[src/rtl/rv32i_types.sv]
// Shared RV32I pipeline types and constants.
package rv32i_types;

  typedef enum logic [1:0] {
    START,
    FETCH,
    HOLD,
    SQUASH
  } fetch_state_t;

  localparam logic [31:0] NOP_INSTR = 32'h0000_0013;

  // Fetch addresses are always word aligned; low two bits are dropped.
  function automatic logic [31:0] align_pc(input logic [31:0] addr);
    return {addr[31:2], 2'b00};
  endfunction

endpackage

[src/rtl/fetch_skid_buf.sv]
// Holds one fetched instruction and its PC while the pipeline is stalled.
module fetch_skid_buf
  import rv32i_types::*;
(
  input  logic        clk,
  input  logic        rst,
  input  logic        i_load,
  input  logic        i_clear,
  input  logic [31:0] i_instr,
  input  logic [31:0] i_pc,
  output logic [31:0] o_instr,
  output logic [31:0] o_pc
);

  logic [31:0] r_instr;
  logic [31:0] r_pc;

  // Capture on load; clear returns the buffer to a NOP so nothing stale lingers.
  always_ff @(posedge clk or posedge rst) begin
    if (rst) begin
      r_instr <= NOP_INSTR;
      r_pc    <= 32'h0;
    end else if (i_load) begin
      r_instr <= i_instr;
      r_pc    <= i_pc;
    end else if (i_clear) begin
      r_instr <= NOP_INSTR;
      r_pc    <= 32'h0;
    end
  end

  assign o_instr = r_instr;
  assign o_pc    = r_pc;

endmodule

[src/rtl/fetch_unit.sv]
// Instruction fetch stage: owns the PC, drives the I-cache request, absorbs
// memory latency and stalls, and drops words made stale by redirects.
module fetch_unit
  import rv32i_types::*;
#(
  parameter logic [31:0] RESET_PC = 32'h0000_0060
) (
  input  logic        clk,
  input  logic        rst,
  output logic        imem_read,
  output logic [31:0] imem_address,
  input  logic        imem_resp,
  input  logic [31:0] imem_rdata,
  input  logic        stall,
  input  logic        redirect_valid,
  input  logic [31:0] redirect_pc,
  output logic        ifid_load,
  output logic        ifid_valid,
  output logic [31:0] ifid_instr,
  output logic [31:0] ifid_pc,
  output logic [31:0] ifid_pc_plus4
);

  fetch_state_t r_state;
  logic [31:0]  r_pc;
  logic [31:0]  r_pending_pc;

  logic [31:0]  w_redirect_pc;
  logic [31:0]  w_pc_plus4;
  logic         w_skid_load;
  logic         w_skid_clear;
  logic [31:0]  w_skid_instr;
  logic [31:0]  w_skid_pc;

  assign w_redirect_pc = align_pc(redirect_pc);
  assign w_pc_plus4    = r_pc + 32'd4;

  // Word arrived while stalled and is still wanted: park it.
  assign w_skid_load  = (r_state == FETCH) && imem_resp && !redirect_valid && stall;
  // Leaving HOLD either consumes or discards the parked word.
  assign w_skid_clear = (r_state == HOLD) && (redirect_valid || !stall);

  fetch_skid_buf u_skid_buf (
    .clk     (clk),
    .rst     (rst),
    .i_load  (w_skid_load),
    .i_clear (w_skid_clear),
    .i_instr (imem_rdata),
    .i_pc    (r_pc),
    .o_instr (w_skid_instr),
    .o_pc    (w_skid_pc)
  );

  // Fetch FSM with PC and pending-redirect bookkeeping.
  always_ff @(posedge clk or posedge rst) begin
    if (rst) begin
      r_state      <= START;
      r_pc         <= RESET_PC;
      r_pending_pc <= 32'h0;
    end else begin
      unique case (r_state)
        START: r_state <= FETCH;
        FETCH: begin
          if (imem_resp) begin
            if (redirect_valid) begin
              r_pc <= w_redirect_pc;
            end else if (!stall) begin
              r_pc <= w_pc_plus4;
            end else begin
              r_state <= HOLD;
            end
          end else if (redirect_valid) begin
            // Request in flight cannot be withdrawn; remember where to go.
            r_pending_pc <= w_redirect_pc;
            r_state      <= SQUASH;
          end
        end
        HOLD: begin
          if (redirect_valid) begin
            r_pc    <= w_redirect_pc;
            r_state <= FETCH;
          end else if (!stall) begin
            r_pc    <= w_pc_plus4;
            r_state <= FETCH;
          end
        end
        SQUASH: begin
          if (imem_resp) begin
            r_pc    <= redirect_valid ? w_redirect_pc : r_pending_pc;
            r_state <= FETCH;
          end else if (redirect_valid) begin
            r_pending_pc <= w_redirect_pc;
          end
        end
        default: r_state <= START;
      endcase
    end
  end

  // Memory request and IF/ID presentation.
  always_comb begin
    imem_read    = (r_state == FETCH) || (r_state == SQUASH);
    imem_address = r_pc;
    ifid_load    = !stall;
    ifid_valid   = 1'b0;
    ifid_instr   = NOP_INSTR;
    ifid_pc      = r_pc;
    if (!redirect_valid) begin
      if ((r_state == FETCH) && imem_resp && !stall) begin
        ifid_valid = 1'b1;
        ifid_instr = imem_rdata;
      end else if (r_state == HOLD) begin
        ifid_valid = 1'b1;
        ifid_instr = w_skid_instr;
        ifid_pc    = w_skid_pc;
      end
    end
    ifid_pc_plus4 = ifid_pc + 32'd4;
  end

endmodule

[config.mk]
export PLATFORM = sky130hd
export DESIGN_NAME = fetch_unit
export DESIGN_NICKNAME = d
export VERILOG_FILES = /design/src/rtl/rv32i_types.sv /design/src/rtl/fetch_skid_buf.sv /design/src/rtl/fetch_unit.sv
export SDC_FILE = /design/constraint.sdc
export NUM_CORES = 1
export LEC_CHECK = 0
export ABC_AREA = 1
export CORE_ASPECT_RATIO = 0.75
export CORE_MARGIN = 4
export CORE_UTILIZATION = 50
export CTS_BUF_LIST = sky130_fd_sc_hd__clkbuf_4
export DETAILED_ROUTE_END_ITERATION = 10
export PLACE_DENSITY = 0.81
export SLEW_MARGIN = 25
export SYNTH_ARGS = -nofsm -noshare
export SYNTH_HDL_FRONTEND = slang
export SYNTH_SLANG_ARGS = --single-unit
export TNS_END_PERCENT = 100
[constraint.sdc]
create_clock -name clk -period 6.2 [get_ports clk]
set_input_delay 0.62 -clock clk [delete_from_list [all_inputs] [get_ports clk]]
set_output_delay 0.62 -clock clk [all_outputs]
set_load 0.01 [all_outputs]
# ---- Yosys cells after proc, flatten, opt, wreduce, memory -nomap -nowiden
# Cells that the tools add are included.
dict set report totals {
  ff_bits 130
  inputBits 69
  output_inout_bits 131
  word_cells 60
}
dict set report classes {
  n_addsub 2
  n_eq_ne 9
  mux 27
  n_bitwise 1
  reduce_logical 16
}
# op count
set op_table {}
lappend op_table {{2-to-1 mux 32 bit} 15}
lappend op_table {{one-hot mux 32 bit (3 select lines)} 1}
lappend op_table {{adder 32 x 3 -> 32 bit, second input constant} 2}
lappend op_table {{2-to-1 mux 2 bit} 7}
lappend op_table {{inequality test 3 bit, second input constant} 4}
lappend op_table {{one-hot mux 2 bit (4 select lines)} 1}
lappend op_table {{logical AND 1 bit} 5}
lappend op_table {{AND reduction 5 bit} 1}
lappend op_table {{== test 2 bit, second input constant} 2}
lappend op_table {{inequality test 2 bit, second input constant} 2}
lappend op_table {{2-to-1 mux 1 bit} 3}
lappend op_table {{AND reduction 3 bit} 1}
lappend op_table {{nonzero test 3 bit} 1}
lappend op_table {{== test 2 x 1 -> 1 bit, second input constant} 1}
lappend op_table {{logical NOT 1 bit} 2}
lappend op_table {{logical NOT 2 bit} 1}
lappend op_table {{logical OR 1 bit} 2}
lappend op_table {{AND reduction 2 bit} 1}
lappend op_table {{nonzero test 2 bit} 1}
lappend op_table {{OR reduction 2 bit} 1}
lappend op_table {{inverter 1 bit} 1}

# ---- Logic depth before layout (Yosys ltp)
# Gate-level depths: netlist of the first run.
dict set report depth {
  word_depth 6
  mapped_depth 14
  mapped_depth_nobuf 13
}

# ---- Hierarchy
# From an unflattened synthesis of the first run, not the netlist that was laid out.
dict set report hier_totals {
  cells_unflattened 1172
  hier_area_um2 8044.0
}
# mod n_inst cells_per_inst area_each_um2 seq_area_each_um2
set by_module_without_submodules {}
lappend by_module_without_submodules {fetch_unit 1 892 5592.9 1654.1}
lappend by_module_without_submodules {fetch_skid_buf 1 280 2451.1 1605.3}

# ---- Worst setup path before layout of the first run
# OpenSTA, ideal clock, no wires.
dict set report synth_path {
  path_kind {input port to output port}
  from {in redirect_valid}
  to {out ifid_pc_plus4[14]}
  arrival_time_ns 1.983
  required_time_ns 5.580
  setup_slack_ns 3.597
  cell_stages 9
  n_path_buf 0
  path_cell_list {inv_1 -> nand3_4 -> o21ai_1 -> inv_1 -> ha_1 -> nand2_2 -> inv_1 -> nand2_1 -> xor2_1}
}
dict set report synth_via {
  elab_chain_cells 2
}
# element line_no
set synth_rtl {}
lappend synth_rtl {{start, declared} fetch_unit.sv:15} ;# input logic redirect_valid,
lappend synth_rtl {{2-to-1 mux 32 bit} fetch_unit.sv:108} ;# if (!redirect_valid) begin
lappend synth_rtl {{net ifid_pc[2]} fetch_unit.sv:20} ;# output logic [31:0] ifid_pc,
lappend synth_rtl {{adder 32 x 3 -> 32 bit} fetch_unit.sv:118} ;# ifid_pc_plus4 = ifid_pc + 32'd4;
lappend synth_rtl {{end, declared} fetch_unit.sv:21} ;# output logic [31:0] ifid_pc_plus4
# The timed path passes the listed nets, and every way through them passes these cells.

# ---- Worst setup path in the final report of the first run
dict set report layout_path {
  from {in redirect_valid}
  to {out ifid_pc_plus4[16]}
}
dict set report layout_via {
  elab_chain_cells 2
}
# element line_no
set layout_rtl {}
lappend layout_rtl {{2-to-1 mux 32 bit} fetch_unit.sv:108}
lappend layout_rtl {{adder 32 x 3 -> 32 bit} fetch_unit.sv:118}
# No other way between the ends.

==> results of run 1 <==
[state kept, by name, indices dropped and copies added (netlist names)]
signal / flops
r_pending_pc: 32
u_skid_buf.o_pc: 32
u_skid_buf.o_instr: 32
imem_address: 32
r_state: 2
[per-stage QoR]
stage	cell area [um2]	util
after floorplan	8220	-
after global placement	10200	0.638
after detailed placement	10300	0.640
after CTS	10500	0.656
after global routing	10500	0.656
final	10500	0.656
[synth_stat cells, drive strengths merged]
| cell | count | area share |
|---|---|---|
| o211ai | 4 | 0.0037 |
| a22oi | 9 | 0.0082 |
| a32oi | 2 | 0.0021 |
| ha | 2 | 0.0030 |
| clkbuf | 23 | 0.011 |
| dfrtp | 125 | 0.38 |
| o21a | 1 | 0.00091 |
| a221oi | 7 | 0.0075 |
| dfstp | 5 | 0.016 |
| nor2 | 107 | 0.062 |
| o22ai | 73 | 0.056 |
| inv | 192 | 0.088 |
| xor2 | 20 | 0.021 |
| a21oi | 32 | 0.020 |
| a211oi | 1 | 0.00091 |
| nand3 | 58 | 0.042 |
| a31oi | 2 | 0.0015 |
| nand2 | 355 | 0.17 |
| nor3 | 19 | 0.012 |
| buf | 30 | 0.022 |
| o21ai | 87 | 0.053 |
| or2 | 2 | 0.0015 |
| clkinv | 1 | 0.00046 |
| nand4 | 18 | 0.014 |
[power by group through the flow]
stage                     registers, mW  clock network (mW)  logic (mW)
after floorplan                    1.39                   0        1.16
after global placement             1.42                   0        2.07
after detailed placement           1.44                   0        2.11
after CTS                          1.42               0.552        2.12
after global routing               1.46               0.593        2.34
final                              1.43               0.545        2.13
[cell families (layout without fill, tap and decap cells)]
group	Yosys count	after routing	synth area share
AOI/OAI and AO/OA	218	218	0.154
xor gates and xnor gates	20	20	0.0213
adders and majority gates	2	2	0.00305
buffers and inverters	246	430	0.120
DFF	130	130	0.397
and+or+nand+nor	559	559	0.305
[worst max path at each step]
stage,end,slack (ps),cells after the start
after detailed placement,ifid_pc_plus4[16],1690,12
after CTS,ifid_pc_plus4[16],1660,9
after floorplan,imem_address[0],2120,1
after global placement,ifid_pc_plus4[16],1740,12
final,ifid_pc_plus4[16],1670,12
after global routing,ifid_pc_plus4[16],1390,9
[per-layer routing]
metal	vias up	global-route usage
li1	4113	-
met1	3942	0.411
met2	372	0.417
met3	36	0.0850
met4	0	0.0667
met5	-	0
[area by class of cell]
class / instances / area, um2 / area share
multi-input combinational: 799 / 3980 / 0.377
inverter: 193 / 728 / 0.0691
clock buffer: 19 / 143 / 0.0135
clock inverter: 13 / 114 / 0.0108
tap: 210 / 263 / 0.0249
timing repair buffer: 205 / 2050 / 0.195
sequential: 130 / 3260 / 0.309
==> summary.md, run 1 <==
| Metric | Value |
|---|---|
| Status | `finished clean` |
| DIE AREA | `18600 um2` |
| Final nets | `1417` |
| Worst-path maximum fanout | `60` |
| Initial core utilization | `0.511` |
| Most frequent cells in the layout | `321 x nand2_1, 197 x clkdlybuf4s50_1, 182 x inv_1` |
| Most used cell, CP | `inv_1` |
| Worst path slowest cell | `clkdlybuf4s50_1` |
| # setup viols final | `0` |
| Core area | `16100 um2` |
| Antenna-violating nets left | `0` |
| CTS root buf | `clkbuf_4` |
| Critical Path AT | `3910 ps` |
| DR iter-0 viols | `865` |
| First-pass GRT wire length | `42.3 mm` |
| Gpl congestion | `0.952` |
| Critical Path Start Type | `input port` |
| Slew margin rel. | `0.417` |
| Setup WS post-layout | `1670 ps` |
| Worst hold-check path type | `input port to async pin` |
| Final setup skew | `20.5 ps` |
| Logic pwr share | `0.519` |
| First-pass DRT Iterations | `5` |
| CP Launch Point | `redirect_valid` |
| Hold buffer count at CTS | `0` |
| Top layer in use | `met4` |
| Critical path endpoint category | `output pin` |
| Ys Warns | `0` |
| Global-route usage over all layers | `0.283` |
| Avg Vias per Cell | `5.39` |
| Clock latency on the worst-skew pair | `580 ps` |
| Vias in the first global route | `8184` |
| Reg2reg path depth | `7` |
| Final Hold Vio Count | `0` |
| Final Non-Filler Cells | `1569` |
| Metal3 WL | `2.73 mm` |
| Setup TNS | `0 ps` |
| Worst path max stage delay | `560 ps` |
| Syn nets | `1246` |
| Worst Path Required | `5580 ps` |
| Post_cts resized | `0` |
| Seq pwr share | `0.348` |
| Crit-path cells | `clkdlybuf4s50_1 > buf_4 > inv_1 > nand3_4 > o21ai_1 > inv_1 > ha_1 > inv_1 > nor2_2 > nand2_1 > xor2_1 > clkdlybuf4s50_1` |
| Remaining DRCs | `0` |
| Commonest non-fill, non-tap cell in the layout | `nand2_1` |
| Cell area after synthesis | `8220 um2` |
| Post-route minimum period | `4530 ps` |
| Synthesized area per cell | `6.99 um2` |
| Fmax | `221 MHz` |
| Slew @ Worst Pin | `874 ps` |
| PwrDens | `389 nW/um2` |
| Distinct cells, synth | `39` |
| Setup WS pre-CTS | `1690 ps` |
| Routed wire length per instance | `16.6 um` |
| Initial antenna violation count | `0` |
| WL final | `26.1 mm` |
| Vias | `8463` |
| Fin crit share | `0.731` |
| Tot Pwr | `4.10 mW` |
| Crit Path Category | `input port to output pin` |
| Synth Register Bits | `130` |
| R2R Path Start | `r_state[1]` |
| Max Cap Viol | `0` |
| Hold WS | `453 ps` |
| Share of cells above drive strength 1 | `0.0920` |
| Grt ovf | `0` |
| Slew Viols, Final | `0` |
| Cell Rows | `40` |
| Internal power | `2.26 mW` |
| WL met2 | `11.3 mm` |
| Reg-to-reg endpoint | `imem_address[10]` |
| PortBufs | `197` |
| Chip height | `119 um` |
| Peak supply drop | `0.211 mV` |
| H-tree depth | `4` |
| Clk network pwr share | `0.133` |
| Net Sw Frac | `0.449` |
| Layout area overhead | `28.2%` |
| Unrepaired setup endpoints after global routing | `no` |
| Leakage | `4.95 nW` |
| Maximum clock path buffer count | `2` |
| Register area share after synthesis | `0.397` |
| Ports | `200` |
| Post-Synthesis Cells | `1175` |
| Post-CTS setup buffer count | `0` |
| Die X | `156 um` |
| CTS clk-pin slew, worst paths | `110 ps` |
| Number of diodes | `0` |
| Dpl cells | `1537` |
| Reg2reg setup slack | `3130 ps` |
| TritonCTS buffer count | `17` |
| CTS tree | `yes` |
| Count of buffer and inverter cells on the critical path | `6` |
| Fillers | `1448` |
| Sw Pwr | `1.84 mW` |
| Largest net degree at the start of global routing | `65` |
| Crit path max-delay family | `buffers and inverters` |
| HPWL Detailed | `19.7 mm` |
| Met1 wire length | `11.8 mm` |
| Clock sinks | `130` |
(Power assumes the default switching activity.)
==> inputs of run 2 (changes only) <==
--- a/config.mk
+++ b/config.mk
@@ -8,10 +8,10 @@
 export ABC_AREA = 1
 export CORE_ASPECT_RATIO = 0.75
 export CORE_MARGIN = 4
-export CORE_UTILIZATION = 50
+export CORE_UTILIZATION = 47
 export CTS_BUF_LIST = sky130_fd_sc_hd__clkbuf_4
 export DETAILED_ROUTE_END_ITERATION = 10
-export PLACE_DENSITY = 0.81
+export PLACE_DENSITY = 0.8
 export SLEW_MARGIN = 25
 export SYNTH_ARGS = -nofsm -noshare
 export SYNTH_HDL_FRONTEND = slang
==> constraint.sdc (replaced) <==
create_clock -name clk -period 3.75 [get_ports clk]
set_input_delay 0.375 -clock clk [delete_from_list [all_inputs] [get_ports clk]]
set_output_delay 0.375 -clock clk [all_outputs]
set_load 0.01 [all_outputs]
==> summary.md, run 2 (synthesis results as in run 1) <==
| Metric | Value |
|---|---|
| Gpl congestion | `0.944` |
| First-pass GRT wire length | `43.4 mm` |
| Grt ovf | `0` |
| Most used cell, CP | `nand2_1` |
| Initial antenna violation count | `0` |
| Worst Path Required | `3380 ps` |
| Core area | `17000 um2` |
| Peak supply drop | `0.291 mV` |
| HPWL Detailed | `20.3 mm` |
| Clock sinks | `130` |
| # setup viols final | `0` |
| H-tree depth | `4` |
| Maximum clock path buffer count | `2` |
| Reg2reg setup slack | `1440 ps` |
| Final Hold Vio Count | `0` |
| Count of buffer and inverter cells on the critical path | `3` |
| Fmax | `281 MHz` |
| Most frequent cells in the layout | `321 x nand2_1, 197 x clkdlybuf4s50_1, 183 x inv_1` |
| Avg Vias per Cell | `5.32` |
| Critical path endpoint category | `output pin` |
| Slew Viols, Final | `0` |
| DR iter-0 viols | `786` |
| CP Launch Point | `r_state[1]` |
| Fillers | `1539` |
| WL final | `27.0 mm` |
| Die X | `161 um` |
| Slew margin rel. | `0.463` |
| PortBufs | `197` |
| Max Cap Viol | `0` |
| Worst-path maximum fanout | `13` |
| Final core utilization | `0.639` |
| Slew @ Worst Pin | `805 ps` |
| R2R Path Start | `r_state[1]` |
| Unrepaired setup endpoints after global routing | `no` |
| Global-route usage over all layers | `0.275` |
| Number of diodes | `0` |
| DIE AREA | `19700 um2` |
| CTS root buf | `clkbuf_4` |
| Crit-path cells | `buf_4 > nand2_8 > nand2_1 > nand3_1 > nand2_1 > inv_2 > ha_1 > nand2_2 > nor2_4 > nand2_2 > nor2_1 > nand2_1 > nand2_1 > clkdlybuf4s50_1` |
| Layout area overhead | `32.1%` |
| Final setup skew | `27.8 ps` |
| Vias | `8563` |
| Largest net degree at the start of global routing | `54` |
| Status | `finished clean` |
| Tot Pwr | `7.18 mW` |
| Post-route minimum period | `3560 ps` |
| Worst path max stage delay | `540 ps` |
| Crit path max-delay family | `simple AND/OR/NAND/NOR gates` |
| CTS clk-pin slew, worst paths | `120 ps` |
| PwrDens | `662 nW/um2` |
| TritonCTS buffer count | `17` |
| Clock latency on the worst-skew pair | `560 ps` |
| First-pass DRT Iterations | `5` |
| Share of cells above drive strength 1 | `0.105` |
| Setup TNS | `0 ps` |
| Critical Path Start Type | `flip-flop` |
| Final nets | `1434` |
| Critical Path AT | `3180 ps` |
| Cell Rows | `41` |
| Initial core utilization | `0.484` |
| WP depth | `14` |
| Worst path slowest cell | `clkdlybuf4s50_1` |
| Reg-to-reg endpoint | `imem_address[8]` |
| Placed cell areas | `10400 um2` |
| Vias in the first global route | `8153` |
| Chip height | `123 um` |
| CTS tree | `yes` |
| Routed wire length per instance | `16.8 um` |
| Ports | `200` |
| Commonest non-fill, non-tap cell in the layout | `nand2_1` |
| Antenna-violating nets left | `0` |
| Final instance area | `10900 um2` |
| Remaining DRCs | `0` |
| Reg2reg path depth | `9` |
| Leakage | `5.09 nW` |
| Crit Path Category | `flip-flop to output pin` |
| Fin crit share | `0.949` |
| Worst hold-check path type | `input port to async pin` |
run 2: cell types whose count changed in the layout (fill, tap and decap cells not counted), moves of 3 or more:
cell        change
bufinv_16       +5
clkinv_1        -3
buf_4          +14
buf_12          +3
clkinvlp_4      -4
run 2: worst max-delay path by stage:
stage | endpoint
floorplan | ifid_pc_plus4[14]
global placement | ifid_pc_plus4[18]
detailed placement | ifid_pc_plus4[15]
CTS | ifid_pc_plus4[18]
global route | ifid_pc_plus4[16]
finish | ifid_pc_plus4[20]
run 2: routing by layer:
layer  vias up  global-route usage  share of wire
met5         -                   0              0
met4         0              0.0656          0.014
met3        33              0.0594          0.086
met2       374               0.413           0.43
met1      4006               0.409           0.47
li1       4150                   -              -
run 2: timing repair:
action,4_1_cts,5_1_grt
cloned,0,1
gates resized for setup,1,7
hold buffers,0,0
buffers inserted,0,4
pin swaps,0,3
endpoints found under the setup margin,2,13
run 2: metrics by stage:
| step | setup slack (ps) | cells | hold slack [ps] |
|---|---|---|---|
| finish | 191 | 1611 | 119 |
| global route | 11.0 | 1611 | 126 |
| CTS | 87.0 | 1605 | 353 |
| detailed placement | 428 | 1574 | 454 |
| global placement | 448 | 1574 | 451 |
| floorplan | 1550 | 1175 | 437 |
run 2: final cells by class:
type	instances	area, um2	share of cell area
Clock buffer	18	135	0.0125
Clock inverter	13	234	0.0216
Inverter	193	733	0.0676
Multi-Input combinational cell	800	4000	0.369
Sequential cell	130	3260	0.301
Tap cell	236	295	0.0272
Timing Repair Buffer	221	2190	0.202
run 2: power breakdown:
group	internal, mW	switching (mW)
clock	0.670	0.562
sequential	1.92	0.432
combinational	1.50	2.10
total	4.09	3.09
==> inputs of run 3 (changes only) <==
--- a/config.mk
+++ b/config.mk
@@ -8,10 +8,11 @@
 export ABC_AREA = 1
 export CORE_ASPECT_RATIO = 0.75
 export CORE_MARGIN = 4
-export CORE_UTILIZATION = 47
+export CORE_UTILIZATION = 50
 export CTS_BUF_LIST = sky130_fd_sc_hd__clkbuf_4
 export DETAILED_ROUTE_END_ITERATION = 10
-export PLACE_DENSITY = 0.8
+export MAX_ROUTING_LAYER = met4
+export PLACE_DENSITY = 0.81
 export SLEW_MARGIN = 25
 export SYNTH_ARGS = -nofsm -noshare
 export SYNTH_HDL_FRONTEND = slang
==> constraint.sdc (replaced) <==
create_clock -name clk -period 4 [get_ports clk]
set_input_delay 0.4 -clock clk [delete_from_list [all_inputs] [get_ports clk]]
set_output_delay 0.4 -clock clk [all_outputs]
set_load 0.01 [all_outputs]
==> summary.md, run 3 (synthesis results as in run 1) <==
| Metric | Value |
|---|---|
| Initial antenna violation count | `1` |
| Final setup skew | `14.6 ps` |
| Worst hold-check path type | `input port to async pin` |
| Post-route minimum period | `3780 ps` |
| Reg2reg path depth | `10` |
| Gpl congestion | `0.966` |
| Setup TNS | `0 ps` |
| Reg-to-reg endpoint | `imem_address[23]` |
| Initial core utilization | `0.511` |
| CTS root buf | `clkbuf_4` |
| Max Cap Viol | `0` |
| Vias in the first global route | `7891` |
| # setup viols final | `0` |
| Maximum clock path buffer count | `2` |
| Vias | `8521` |
| Fin crit share | `0.945` |
| Die X | `156 um` |
| Global-route usage over all layers | `0.289` |
| Reg2reg setup slack | `1360 ps` |
| Most frequent cells in the layout | `321 x nand2_1, 197 x clkdlybuf4s50_1, 182 x inv_1` |
| Slew @ Worst Pin | `850 ps` |
| Peak supply drop | `0.306 mV` |
| Share of cells above drive strength 1 | `0.0973` |
| Final nets | `1426` |
| CTS tree | `yes` |
| DIE AREA | `18600 um2` |
| Largest net degree at the start of global routing | `87` |
| First-pass GRT wire length | `41.8 mm` |
| CP Launch Point | `r_state[0]` |
| Ports | `200` |
| Cell Rows | `40` |
| Unrepaired setup endpoints after global routing | `no` |
| Placed cell areas | `10300 um2` |
| DR iter-0 viols | `777` |
| Core area | `16100 um2` |
| PwrDens | `615 nW/um2` |
| First-pass DRT Iterations | `6` |
| R2R Path Start | `r_state[1]` |
| Routed wire length per instance | `16.7 um` |
| TritonCTS buffer count | `17` |
| Final Hold Vio Count | `0` |
| Chip height | `119 um` |
| Fmax | `264 MHz` |
| Remaining DRCs | `0` |
| Clock latency on the worst-skew pair | `550 ps` |
| Hold buffer count at CTS | `0` |
| Slew margin rel. | `0.433` |
| Slew Viols, Final | `0` |
| Grt ovf | `0` |
| Worst Path Required | `3600 ps` |
| HPWL Detailed | `19.8 mm` |
| Antenna-violating nets left | `0` |
| Leakage | `5.02 nW` |
| Status | `finished clean` |
| Final instance area | `10700 um2` |
| WL final | `26.4 mm` |
| Critical Path Start Type | `flip-flop` |
| Clock sinks | `130` |
| CTS clk-pin slew, worst paths | `110 ps` |
| Layout area overhead | `29.7%` |
| Crit Path Category | `flip-flop to output pin` |
| Critical Path AT | `3380 ps` |
| Avg Vias per Cell | `5.40` |
| Critical path endpoint category | `output pin` |
| PortBufs | `197` |
| Worst-path maximum fanout | `16` |
| Commonest non-fill, non-tap cell in the layout | `nand2_1` |
| H-tree depth | `4` |
-- run 3: cell types whose count changed in the layout (fill, tap and decap cells not counted), moves of 2 or more --
| cell | previous run | this run |
|---|---|---|
| buf_4 | 21 | 15 |
| clkinv_1 | 1 | 5 |
| clkinv_4 | 5 | 2 |
| buf_12 | 3 | 1 |
| bufinv_16 | 6 | 4 |
-- run 3: report_power, final --
part	internal, mW	leakage (nW)	switching [mW]	total (mW)
clock	0.499	0.163	0.494	0.992
combinational	1.40	3.24	1.95	3.35
sequential	1.80	1.62	0.404	2.20
-- run 3: area by class of cell --
class | count | area [um2]
flip-flops and latches | 130 | 3260
diodes | 1 | 2.50
repair buffers | 213 | 2100
inverters | 193 | 728
clock buffers | 19 | 143
clock inverters | 12 | 165
fillers | 1433 | 5410
well taps | 210 | 263
multi-input cells | 800 | 3990
-- run 3: worst max-delay path by stage --
stage	to	slack, ps	cells after the start
6_report	ifid_pc_plus4[28]	220	12
5_1_grt	ifid_pc_plus4[28]	30	12
4_1_cts	ifid_pc_plus4[28]	80	12
3_5_place_dp	ifid_pc_plus4[16]	470	11
3_3_place_gp	ifid_pc_plus4[16]	570	11
2_1_floorplan	imem_address[0]	140	1
-- run 3: through the flow --
step                worst slack (ps)  utilization  hold slack [ps]  power (mW)  std cells
floorplan                        139            -              437        3.96       1175
global placement                 573        0.641              453        5.44       1542
detailed placement               472        0.641              456        5.52       1542
CTS                             83.2        0.661              262        6.52       1573
global route                    25.0        0.663              297        6.99       1578
finish                           219        0.663              261        6.55       1578
-- run 3: routing by layer --
layer,share of wire,GRT usage
met5,0,-
met2,0.44,0.412
met4,0.0093,0.0612
met3,0.092,0.0581
met1,0.46,0.427
-- run 3: critical path: stages, from the launching register on --
cell and delay, ps:
dfrtp_1 450, inv_2 320, nand2_4 230, nor2_4 280, nand2_1 100, nand2_2 90, nand2_1 60, nor2_1 130
nand3_1 170, nor2_1 220, nand3_1 100, nand2_1 90, clkdlybuf4s50_1 570
-- run 3: timing repair --
action                                  4_1_cts  5_1_grt
endpoints found under the setup margin        0       12
resized for setup                             0        2
setup buffers                                 0        3
hold endpoints to repair                      0        0
